[src/rtl/ov5640_sccb_pkg.sv]
// Shared types and constants for the OV5640 SCCB register-write master.
package ov5640_sccb_pkg;

  typedef enum logic [2:0] {
    IDLE  = 3'd0,
    START = 3'd1,
    BYTE  = 3'd2,
    ACK   = 3'd3,
    STOP  = 3'd4,
    GAP   = 3'd5
  } sccb_state_t;

  localparam int          SCCB_BYTES   = 4;
  localparam int          SCCB_BITS    = 8;
  localparam logic [7:0]  OV5640_WR_ID = 8'h78;

endpackage

[src/rtl/sccb_tick_gen.sv]
// Quarter-bit tick divider: pulses tick every QDIV clocks while run is high,
// and holds its count at zero while run is low.
module sccb_tick_gen #(
  parameter int QDIV = 125
) (
  input  logic clk_sys,
  input  logic reset_n,
  input  logic run,
  output logic tick
);

  localparam int CW = $clog2(QDIV);

  logic [CW-1:0] cnt;

  assign tick = run && (cnt == CW'(QDIV - 1));

  // NOTE: sequential state is always written with <= so every flop samples pre-edge values.
  always_ff @(posedge clk_sys or negedge reset_n) begin
    if (!reset_n) begin
      cnt <= '0;
    end else if (!run || tick) begin
      cnt <= '0;
    end else begin
      cnt <= cnt + CW'(1);
    end
  end

endmodule

[src/rtl/ov5640_sccb_master.sv]
// Serialises one OV5640 register write (ID, addr hi, addr lo, data) per command
// as an SCCB 3-phase write, with a bus-free gap before accepting the next one.
module ov5640_sccb_master
  import ov5640_sccb_pkg::*;
#(
  parameter int         CLK_FREQ_HZ  = 50_000_000,
  parameter int         SCL_FREQ_HZ  = 100_000,
  parameter logic [7:0] DEV_ADDR     = OV5640_WR_ID,
  parameter int         GAP_QUARTERS = 4
) (
  input  logic        clk_sys,
  input  logic        reset_n,
  input  logic        start_ov5640,
  input  logic [15:0] address_ov5640,
  input  logic [7:0]  data_ov5640,
  output logic        ready_ov5640,
  output logic        sccb_scl,
  output logic        sccb_sda_oe,
  input  logic        sccb_sda_i,
  output logic        nack_err,
  output logic        busy
);

  localparam int QDIV = CLK_FREQ_HZ / (4 * SCL_FREQ_HZ);
  localparam int GW   = (GAP_QUARTERS > 1) ? $clog2(GAP_QUARTERS) : 1;

  if (QDIV < 4) begin : g_qdiv_check
    $error("ov5640_sccb_master: QDIV must be at least 4");
  end

  sccb_state_t   state;
  logic [1:0]    quarter;
  logic [2:0]    bit_cnt;
  logic [1:0]    byte_cnt;
  logic [GW-1:0] gap_cnt;
  logic [31:0]   shift;
  logic          sda_meta;
  logic          sda_sync;
  logic          nack_flag;
  logic          tick;

  sccb_tick_gen #(.QDIV(QDIV)) u_tick (
    .clk_sys (clk_sys),
    .reset_n (reset_n),
    .run     (state != IDLE),
    .tick    (tick)
  );

  // Combinational so ready drops in the strobe cycle and blocks a second FIFO pop.
  assign ready_ov5640 = (state == IDLE) && !start_ov5640;

  // NOTE: synchroniser flops reset to 1, the idle level of the pulled-up SIOD line.
  always_ff @(posedge clk_sys or negedge reset_n) begin
    if (!reset_n) begin
      sda_meta <= 1'b1;
      sda_sync <= 1'b1;
    end else begin
      sda_meta <= sccb_sda_i;
      sda_sync <= sda_meta;
    end
  end

  // Each tick closes the current quarter; the outputs assigned here belong to the next one.
  always_ff @(posedge clk_sys or negedge reset_n) begin
    if (!reset_n) begin
      state       <= IDLE;
      quarter     <= '0;
      bit_cnt     <= '0;
      byte_cnt    <= '0;
      gap_cnt     <= '0;
      shift       <= '0;
      nack_flag   <= 1'b0;
      nack_err    <= 1'b0;
      busy        <= 1'b0;
      sccb_scl    <= 1'b1;
      sccb_sda_oe <= 1'b0;
    end else begin
      nack_err <= 1'b0;
      if (state == IDLE) begin
        quarter <= '0;
        if (start_ov5640) begin
          shift    <= {DEV_ADDR, address_ov5640, data_ov5640};
          bit_cnt  <= '0;
          byte_cnt <= '0;
          busy     <= 1'b1;
          state    <= START;
        end
      end else if (tick) begin
        quarter <= quarter + 2'd1;
        case (state)
          START: begin
            case (quarter)
              2'd1: sccb_sda_oe <= 1'b1;
              2'd2: sccb_scl    <= 1'b0;
              2'd3: begin
                state       <= BYTE;
                sccb_sda_oe <= ~shift[31];
              end
              default: ;
            endcase
          end
          BYTE: begin
            case (quarter)
              2'd0: sccb_scl <= 1'b1;
              2'd2: sccb_scl <= 1'b0;
              2'd3: begin
                shift <= {shift[30:0], 1'b0};
                if (bit_cnt == 3'(SCCB_BITS - 1)) begin
                  bit_cnt     <= '0;
                  state       <= ACK;
                  sccb_sda_oe <= 1'b0;
                end else begin
                  bit_cnt     <= bit_cnt + 3'd1;
                  sccb_sda_oe <= ~shift[30];
                end
              end
              default: ;
            endcase
          end
          ACK: begin
            case (quarter)
              2'd0: sccb_scl <= 1'b1;
              2'd2: begin
                sccb_scl <= 1'b0;
                if (sda_sync) nack_flag <= 1'b1;
              end
              2'd3: begin
                if (byte_cnt == 2'(SCCB_BYTES - 1)) begin
                  byte_cnt    <= '0;
                  state       <= STOP;
                  sccb_sda_oe <= 1'b1;
                end else begin
                  byte_cnt    <= byte_cnt + 2'd1;
                  state       <= BYTE;
                  sccb_sda_oe <= ~shift[31];
                end
              end
              default: ;
            endcase
          end
          STOP: begin
            case (quarter)
              2'd0: sccb_scl    <= 1'b1;
              2'd1: sccb_sda_oe <= 1'b0;
              2'd3: begin
                state     <= GAP;
                gap_cnt   <= '0;
                nack_err  <= nack_flag;
                nack_flag <= 1'b0;
              end
              default: ;
            endcase
          end
          GAP: begin
            if (gap_cnt == GW'(GAP_QUARTERS - 1)) begin
              state <= IDLE;
              busy  <= 1'b0;
            end else begin
              gap_cnt <= gap_cnt + GW'(1);
            end
          end
          default: state <= IDLE;
        endcase
      end
    end
  end

endmodule

[config.mk]
export PLATFORM = sky130hd
export DESIGN_NAME = ov5640_sccb_master
export DESIGN_NICKNAME = d
export VERILOG_FILES = /design/src/rtl/ov5640_sccb_pkg.sv /design/src/rtl/sccb_tick_gen.sv /design/src/rtl/ov5640_sccb_master.sv
export SDC_FILE = /design/constraint.sdc
export NUM_CORES = 1
export LEC_CHECK = 0
export CAP_MARGIN = 0
export CELL_PAD_IN_SITES_DETAIL_PLACEMENT = 0
export CELL_PAD_IN_SITES_GLOBAL_PLACEMENT = 2
export CORE_MARGIN = 1.5
export CORE_UTILIZATION = 35
export DETAILED_ROUTE_END_ITERATION = 10
export GPL_ROUTABILITY_DRIVEN = 0
export GPL_TIMING_DRIVEN = 0
export PLACE_DENSITY_LB_ADDON = 0.1
export RECOVER_POWER = 50
export SYNTH_ARGS = -nofsm -noshare
export SYNTH_HDL_FRONTEND = slang
export SYNTH_SLANG_ARGS = --single-unit
export TNS_END_PERCENT = 1
[constraint.sdc]
create_clock -name clk_sys -period 2.6 [get_ports clk_sys]
set_clock_uncertainty 0.15 [all_clocks]
set_input_delay 0.78 -clock clk_sys [delete_from_list [all_inputs] [get_ports clk_sys]]
set_output_delay 0.78 -clock clk_sys [all_outputs]
set_load 0.005 [all_outputs]
==> impl_metrics.ini <==
[run_status]
run_status = complete, no violations

[die]
die_height_um = 93.7
fp.dieArea_sq_um = 8770
row_count = 32
start_util_pct = 36.7
placeableCoreArea_sq_um = 7850
horizontal_die_dimension_um = 93.7
ports_placed_on_the_boundary = 33

[setup_path]
critical_path_class = flip-flop to output pin
timing.rr.end = shift[1]$_DFFE_PN0P_
worst_ep_arrival_time_ns = 1.39
worstReg2RegStart = quarter[0]$_DFFE_PN0N_
cp_max_fo = 10
worst-r2r-setup-slack_ns = 0.41
critical-path-max-stage-delay_ns = 0.41
worstPathCellList = buf_6 -> nor2_4 -> nand2_4 -> nor2_2 -> dlygate4sd2_1
worst_r2r_path_depth = 9
slowest_stage = dfrtp_2
worstSetupStartpointType = flip-flop
critical_path_required_ns = 1.67
critical_path.endpoint_type = output pin

[yosys]
synth_flop_cell = dfrtp_1
post_synthesis_area_per_instance_sq_um = 9.88
yosys.area_share.adder_pct = 4.35
largest_family_of_logic_cells_by_synthesized_area = simple AND/OR/NAND/NOR gates
synth_largest_type_area_fraction_pct = 47.8
synth_seq_area_share_pct = 50.6
ys_async_sr_fraction_pct = 100
synth-simple-area-share_pct = 15.9
yosys_warnings = 0
synth-edff-count = 0
synth_top_cells_by_area = dfrtp_1 48%, mux2i_1 8.0%, nand2_1 7.7%, o21ai_0 7.0%, ha_1 4.3%
synth.area.mux_share_pct = 8.92
post-synth-top-count-cell = nand2_1
synth_xor_area_share_pct = 2.13
synth_common_cells = 59 x nand2_1, 55 x dfrtp_1, 40 x o21ai_0, 23 x mux2i_1, 20 x nor2_1
synth_area_leader_cell = dfrtp_1
synthDistinctLibCells = 41
mappedNetlistNets = 329
flip_flop_and_latch_count_after_synthesis = 58
synth_compound_gate_area_share_pct = 13.1
netlist_area_sq_um = 2880
syn-instance-count = 291

[cells_and_area]
antennaDiodeCount = 0
fillCellCount = 819
drive_gt1_share_pct = 14.9
seq_area_sq_um = 1460
area_overhead_of_the_layout_relative_to_synthesis_pct = 24.1
post_layout_nonfiller_instances = 445
multi_input_combinational_cell_area_sq_um = 1290
nets = 377
finalInstanceArea_sq_um = 3570

[clocking]
ctsHtreeMaxLevel = 3
clock_sinks = 58
clk-insertion-delay-late_ns = 0.34
path_clk_slew_ns = 0.06
clock_buffer_count_from_cts = 9
cts_tree = done
clock_tree.root_cell = clkbuf_8
clock_path_buffers = 2

[detailed_routing]
antenna_left = 0
detailedRoute.firstIterationViolations = 57
drt-wirelength-per-cell_um = 13.9
route.detailed.drc = 0
post_detailed_routing_wire_length_um = 6190
avgViaCountPerCell = 4.87
routed-via-count = 2166
drtPass1Iterations = 4

[place]
dpl-instance-area_sq_um = 3320
placed_cells_incl_taps = 425
hpwl_um = 4060
numPortBuffers = 32

[worst_hold_path]
worstHoldPathType = flip-flop to flip-flop
timing.hold.worst_endpoint = sda_sync$_DFF_PN1_
hold_path_depth = 0
holdCritStartpoint = sda_meta$_DFF_PN1_

[sta]
final-hold-violation-count = 0
max_slew.worst_pin.slew_ns = 1.48
max-slew-margin-rel_pct = 1.45
setup-violations-final = 0
rsz0062_at_grt = false
layout_min_cycle_time_ns = 2.32
timing.fmax_mhz = 432
final-max-slew-violation-count = 0
min_period_over_period_pct = 89.1
setup_tns_ns = 0

[power]
irDropWorstVdd_uv = 337
power.density_cell_area_nw_per_um2 = 1030
cellLeakagePower_nw = 1.57

[run]
cap_viol_max_count = 0

[global_route]
number_of_global_route_vias_before_repair = 2143
grt_start_max_net_pins = 59
grt_usage_pct = 15.8
grt_antenna_before_repair = 0
grt_overflow = 0
wire_length_of_the_first_global_routing_pass_um = 10500
area by class of cell:
class | instances | area share [%]
plain buffers | 16 | 3.19
clock buffers | 13 | 4.73
flip-flops and latches | 58 | 40.8
well taps | 102 | 3.57
repair buffers | 37 | 9.71
clock inverters | 2 | 0.981
multi-input cells | 209 | 36.1
inverters | 8 | 0.946
critical path: cells and delay by family (launching register included):
family,cells,cell delay [ns]
DFF,1,0.41
and+or+nand+nor,3,0.26
buffers and inverters,2,0.38
routing by layer:
layer	vias up	GRT usage [%]	routed length [um]
met3	12	4.69	218
met4	0	6.97	120
met5	-	0	0
li1	1083	-	-
met2	35	25.6	2910
met1	1036	19.4	2940
stage by stage:
| step | hold slack (ns) | total power (W) | setup slack [ns] | utilization [%] |
|---|---|---|---|---|
| detailed placement | 0.200 | 0.00275 | -0.414 | 42.3 |
| CTS | 0.213 | 0.00373 | 0.264 | 45.5 |
| floorplan | 0.195 | 0.00240 | 0.634 | - |
| global placement | 0.201 | 0.00274 | -1.47 | 42.4 |
| global route | 0.215 | 0.00396 | 0.178 | 45.5 |
| finish | 0.209 | 0.00367 | 0.283 | 45.5 |
report_power, final:
group	internal [W]	switching, W
clock	0.000515	0.000349
combinational	0.000630	0.000769
sequential	0.00122	0.000181
total	0.00237	0.00130
placed cells by master, fill, tap and decap left out, types with 3 or more instances in the layout:
cell,n
a21oi_1,9
a31oi_1,5
buf_2,5
buf_4,6
buf_6,6
clkbuf_1,6
clkbuf_8,12
clkdlybuf4s50_1,28
dfrtp_1,53
dfstp_2,3
ha_1,10
inv_1,7
mux2i_1,23
nand2_1,58
nand3_1,5
nor2_1,19
nor3_1,4
o21ai_0,40
xnor2_1,4
xor2_1,3
cells by family (layout without fill, tap and decap cells):
logic type,count (synthesis),count (layout)
and+or+nand+nor,102,102
adders and majority gates,10,10
AOI/OAI and AO/OA,65,65
muxes,25,25
DFF,58,58
xor gates and xnor gates,7,7
buffers and inverters,24,76
how the worst max path moves through the flow:
stage	cells past startpoint	slack (ns)	endpoint	startpoint
final	5	0.28	ready_ov5640	state[1]$_DFFE_PN0P_
after global routing	9	0.18	bit_cnt[2]$_DFFE_PN0P_	quarter[0]$_DFFE_PN0N_
after CTS	5	0.26	ready_ov5640	state[1]$_DFFE_PN0P_
after detailed placement	3	-0.41	ready_ov5640	start_ov5640
after global placement	1	-1.47	shift[3]$_DFFE_PN0P_	reset_n
after floorplan	8	0.63	state[0]$_DFFE_PN0P_	u_tick.cnt[0]$_DFF_PN0_
timing repair:
| item | 4_1_cts | 5_1_grt |
|---|---|---|
| hold buffers | 0 | 0 |
| setup endpoints to repair | 1 | 0 |
| setup buffers | 5 | 0 |
| gates resized for setup | 12 | 0 |
state kept, by name, indices dropped and copies added (netlist names):
name,count
u_tick.cnt,7
nack_err,1
state,3
sccb_sda_oe,1
gap_cnt,2
bit_cnt,3
byte_cnt,2
sda_sync,1
busy,1
sccb_scl,1
sda_meta,1
quarter,2
shift,32
nack_flag,1
(Power assumes the default switching activity.)
==> variant 1 (same settings) <==
Reset style: synchronous (`reset_n`), changed in 3 clocked blocks.
--- a/src/rtl/sccb_tick_gen.sv
+++ b/src/rtl/sccb_tick_gen.sv
@@ -16,7 +16,7 @@
   assign tick = run && (cnt == CW'(QDIV - 1));
 
   // NOTE: sequential state is always written with <= so every flop samples pre-edge values.
-  always_ff @(posedge clk_sys or negedge reset_n) begin
+  always_ff @(posedge clk_sys) begin
     if (!reset_n) begin
       cnt <= '0;
     end else if (!run || tick) begin
--- a/src/rtl/ov5640_sccb_master.sv
+++ b/src/rtl/ov5640_sccb_master.sv
@@ -50,7 +50,7 @@
   assign ready_ov5640 = (state == IDLE) && !start_ov5640;
 
   // NOTE: synchroniser flops reset to 1, the idle level of the pulled-up SIOD line.
-  always_ff @(posedge clk_sys or negedge reset_n) begin
+  always_ff @(posedge clk_sys) begin
     if (!reset_n) begin
       sda_meta <= 1'b1;
       sda_sync <= 1'b1;
@@ -61,7 +61,7 @@
   end
 
   // Each tick closes the current quarter; the outputs assigned here belong to the next one.
-  always_ff @(posedge clk_sys or negedge reset_n) begin
+  always_ff @(posedge clk_sys) begin
     if (!reset_n) begin
       state       <= IDLE;
       quarter     <= '0;
Formal check against the unedited RTL: differs if reset_n is asserted again (counterexample within 4 cycles, from zero or initial values and one cycle with reset_n low); with reset_n held inactive, the same outputs for 10 cycles.
==> variant 1 against the unedited design <==
Via count is 8.2% higher; setup slack worse by 0.15 ns; cell area is 4.1% lower; area after synthesis fell by 3.6%; sequential cell count unchanged; routed wire length up 10%; global-route usage is 1.1 points higher; largest cell class is now multi-input combinational cells.
Power is not compared: it rests on default switching activity, and its combinational part moved more than twofold at a synthesized area within 25%.
==> variant 1: results (changes against the unedited design) <==
Run status
  • Outcome: finished, final reports clean

Finish
  • ClkCell Share: 0.06392 (+0.006802)
  • Non-clk buf share: 0.1253 (-0.003668)
  • Invs w/o clock: 6 (-2)
  • Register area: 1161 µm² (-20%)
  • Multi-input logic area: 1466 µm² (+14%)
  • Nets: 380 (+0.80%)
  • Layout Cells excl Fill: 449 (+0.90%)
  • Multi-In Gates: 214 (+2.4%)
  • Fill count: 785 (-4.2%)

Synthesis
  • Avg Inst Size Synth: 9.246 µm² (-6.5%)
  • Top FF cell, synth: dfxtp_1
  • Yosys top cell area share: 0.4186 (-0.05989)
  • Ys async rst share: 0 (-1.000)
  • Post-synth top cells: dfxtp_1, a21oi_1, mux2i_1, a211oi_1, nand2_1
  • Synth unique cells: 48 (+17%)
  • Synthesized net count: 338 (+2.7%)
  • Post-synthesis sequential area ratio: 0.4186 (-0.08729)
  • Top cells by area, synth: dfxtp_1, mux2i_1, a21oi_1

Placed design
  • Dpl cell area: 3222 µm² (-3.0%)
  • Final HPWL DP: 4.762 mm (+17%)
  • Placed cells: 434 (+2.1%)
  • Post-place setup slack: -0.2792 ns (+0.1351 ns)

Route
  • M1 WL: 3.528 mm (+20%)
  • Final wirelength: 6.838 mm (+10%)
  • Routed via count: 2,344 (+8.2%)
  • Met3 routed WL: 199 µm (-8.7%)

Timing
  • Hold Worst Slack: 0.2569 ns (+0.04796 ns)
  • Slew @ Worst Pin: 0.5321 ns (-0.9461 ns)

Global routing
  • Largest net degree at the start of global routing: 14 (-76%)
  • Number of global-route vias before repair: 2,185 (+2.0%)
  • First-pass GRT wire length: 11.18 mm (+6.1%)
  • GRT Util Overall: 0.1689 (+0.01087)

Worst setup path
  • Critical R2R Capture: shift[7]$_SDFFE_PN0P_
  • Reg2Reg Launch Point: quarter[0]$_SDFFE_PP0N_
  • CP arrival: 1.54 ns (+0.15 ns)
  • R2r worst-path depth: 7 (-2)

Clock network
  • Post-CTS setup buffers: 0 (-5)

Floorplanning
  • Die X: 92.03 µm (-1.7%)

Power and ir drop
  • Total Power: 2.099 mW
[variant 1: changes by cell type after synthesis, moves of 3 or more]
cell      change
o221a_2       +5
dfstp_2       -3
nor2b_1       +3
a21oi_1      +29
o21ai_0      -22
nor2_1        -7
nand2_1      -38
nand4_1       +3
buf_2         +7
buf_6         -4
dfxtp_1      +58
nand2b_1      +5
dfrtp_1      -55
a211oi_1     +23
[variant 1: cell families (layout without fill, tap and decap cells)]
logic type	Yosys count	after routing	share of synthesized area
and+or+nand+nor	73	73	0.1430
AOI/OAI and AO/OA	101	101	0.2368
muxes	24	24	0.08660
xor gates and xnor gates	6	6	0.01894
buffers and inverters	28	75	0.05096
adders and majority gates	10	10	0.04511
DFF	58	58	0.4186
[variant 1: critical path, cell delays in order (launching register included)]
cell	delay (ns)
dfxtp_1	0.36
buf_6	0.15
buf_2	0.32
nor3_1	0.10
dlygate4sd2_1	0.27
[variant 1: layer usage]
metal,track usage,up-vias
met3,0.03317,8
met4,0.07692,0
met2,0.2457,42
met5,0,-
li1,-,1188
met1,0.2395,1106
[variant 1: worst max path at each step]
stage / from / endpoint / slack (ns) / depth (start not counted)
final: state[1]$_SDFFE_PN0P_ / ready_ov5640 / 0.13 / 4
after global routing: state[2]$_SDFFE_PN0P_ / ready_ov5640 / 0.01 / 3
after CTS: state[1]$_SDFFE_PN0P_ / ready_ov5640 / 0.11 / 4
after detailed placement: start_ov5640 / ready_ov5640 / -0.28 / 3
after global placement: start_ov5640 / ready_ov5640 / -0.27 / 3
after floorplan: state[2]$_SDFFE_PN0P_ / ready_ov5640 / 0.65 / 3
==> variant 2 (config.mk and constraints unchanged) <==
Without the edit above. Change the parameter `GAP_QUARTERS` from 4 to 8.
--- a/src/rtl/ov5640_sccb_master.sv
+++ b/src/rtl/ov5640_sccb_master.sv
@@ -6,7 +6,7 @@
   parameter int         CLK_FREQ_HZ  = 50_000_000,
   parameter int         SCL_FREQ_HZ  = 100_000,
   parameter logic [7:0] DEV_ADDR     = OV5640_WR_ID,
-  parameter int         GAP_QUARTERS = 4
+  parameter int         GAP_QUARTERS = 8
 ) (
   input  logic        clk_sys,
   input  logic        reset_n,
Check against the original RTL: no difference found for any inputs over 10 cycles, from zero or initial values and one cycle with reset_n low; that may be too few to reach the edited logic, so the function may still have changed.
==> variant 2 against the unedited design <==
The flow now finishes with violations (max-capacitance violations, max-slew violations); sequential cell count rose by 1; non-clock buffer count rose by 3; sequential share of layout area fell by 1.4 points; area after synthesis rose by 7.1%; hold slack got worse by 0.0018 ns; setup slack got worse by 0.13 ns; cell area rose by 5.5%; critical path depth did not move; core utilization fell by 1.9 points; routed wire length rose by 23%.
Power is not compared: it rests on default switching activity, and its combinational part moved more than twofold at a synthesized area within 25%.
==> variant 2: results (changes against the unedited design) <==
Run status
  • Outcome: finished, violations left
  • Failing checks: max-capacitance violations, max-slew violations

Synthesis
  • Top cells by area, synth: dfrtp_1, a41oi_1, nand2_1
  • Avg Inst Size Synth: 9.567 µm² (-3.2%)
  • Post-synthesis mux area share: 0.04833 (-0.04083)
  • Adder-cell share of the synthesized area: 0.04874 (+0.005244)
  • Syn Std Cell Area: 3080 µm² (+7.1%)
  • Post-Synth XOR/XNOR Area: 0.01706 (-0.004254)
  • Compound-Gate Fraction of Synth Area: 0.1856 (+0.05469)

Global routing
  • GRT Util Overall: 0.1740 (+0.01596)
  • First-pass GRT wire length: 12.96 mm (+23%)
  • Largest net degree at the start of global routing: 60 (+1.7%)
  • Number of global-route vias before repair: 2,562 (+20%)

Finish
  • Invs w/o clock: 13 (+5)
  • Layout cells sized above 1: 0.1301 (-0.01861)
  • Register area: 1484 µm² (+1.8%)
  • Layout Cells excl Fill: 477 (+7.2%)
  • Non-clk buf share: 0.1146 (-0.01432)
  • ClkCell Share: 0.05648 (-0.0006346)
  • Nets: 404 (+7.2%)
  • FFs & Latches: 59 (+1.7%)
  • Multi-In Gates: 225 (+7.7%)
  • Final-layout clock buffer total: 12 (-1)
  • Multi-input combinational area share: 0.3860 (+0.02550)

Job
  • MaxCap Viol Count: 1 (+1)

Placed design
  • Placed cells: 462 (+8.7%)
  • Post-place setup slack: -0.5304 ns (-0.1162 ns)
  • Dpl cell area: 3533 µm² (+6.4%)

Worst setup path
  • Delay-heaviest family, CP: simple AND/OR/NAND/NOR gates
  • Flop-to-flop setup slack: 0.15 ns (-0.26 ns)
  • Slowest CP cell: nor2_1
  • Critical R2R Capture: bit_cnt[1]$_DFFE_PN0P_
  • Worst path max stage delay: 0.55 ns (+0.14 ns)

Timing
  • Slew HR: -0.006352 (-0.02088)
  • Hold Worst Slack: 0.2072 ns (-0.001779 ns)
  • Final Max Tran Viols: 60 (+60)

Route
  • Final wirelength: 7.640 mm (+23%)
-- variant 2: cell types whose count changed after synthesis, sizes merged, moves of 3 or more --
| cell | unedited run | this run |
|---|---|---|
| o21ai | 42 | 3 |
| a41oi | 0 | 26 |
| a21oi | 9 | 31 |
| mux2i | 23 | 7 |
| clkbuf | 5 | 16 |
| and3 | 2 | 7 |
| inv | 8 | 13 |
| mux2 | 2 | 7 |
| nand2b | 0 | 4 |
| o22ai | 0 | 4 |
| a31oi | 5 | 8 |
-- variant 2: where the power goes --
part / internal, mW / total, mW / switching [mW]
Sequential: 0.921 / 0.921 / 0.000376
Clock: 0.518 / 0.893 / 0.375
Combinational: 0.0364 / 0.0765 / 0.0401
Total: 1.47 / 1.89 / 0.416
-- variant 2: worst reg2reg max path: cells and delay by family, from the launching register on --
| family | cells | cell delay [ns] |
|---|---|---|
| buf+inv | 2 | 0.35 |
| flops | 1 | 0.43 |
| mux | 1 | 0.40 |
| simple gates | 2 | 1.01 |
-- variant 2: per-layer routing --
metal | routed length [µm] | up-vias | GRT usage
met5 | 0 | - | 0
met4 | 88 | 0 | 0.05909
met3 | 345 | 9 | 0.04986
met2 | 3515 | 67 | 0.2593
met1 | 3690 | 1267 | 0.2423
li1 | - | 1245 | -
-- variant 2: worst max path at each step --
stage	cells after the start	end	slack, ns
after global routing	6	shift[6]$_DFFE_PN0P_	0.006
after CTS	5	bit_cnt[1]$_DFFE_PN0P_	0.14
after floorplan	5	ready_ov5640	0.37
after detailed placement	6	ready_ov5640	-0.53
after global placement	1	shift[18]$_DFFE_PN0P_	-1.51
final	5	bit_cnt[1]$_DFFE_PN0P_	0.15
-- variant 2: what timing repair did --
action,CTS,global route
setup endpoints to repair,3,0
gates resized for setup,8,0
setup buffers,4,0
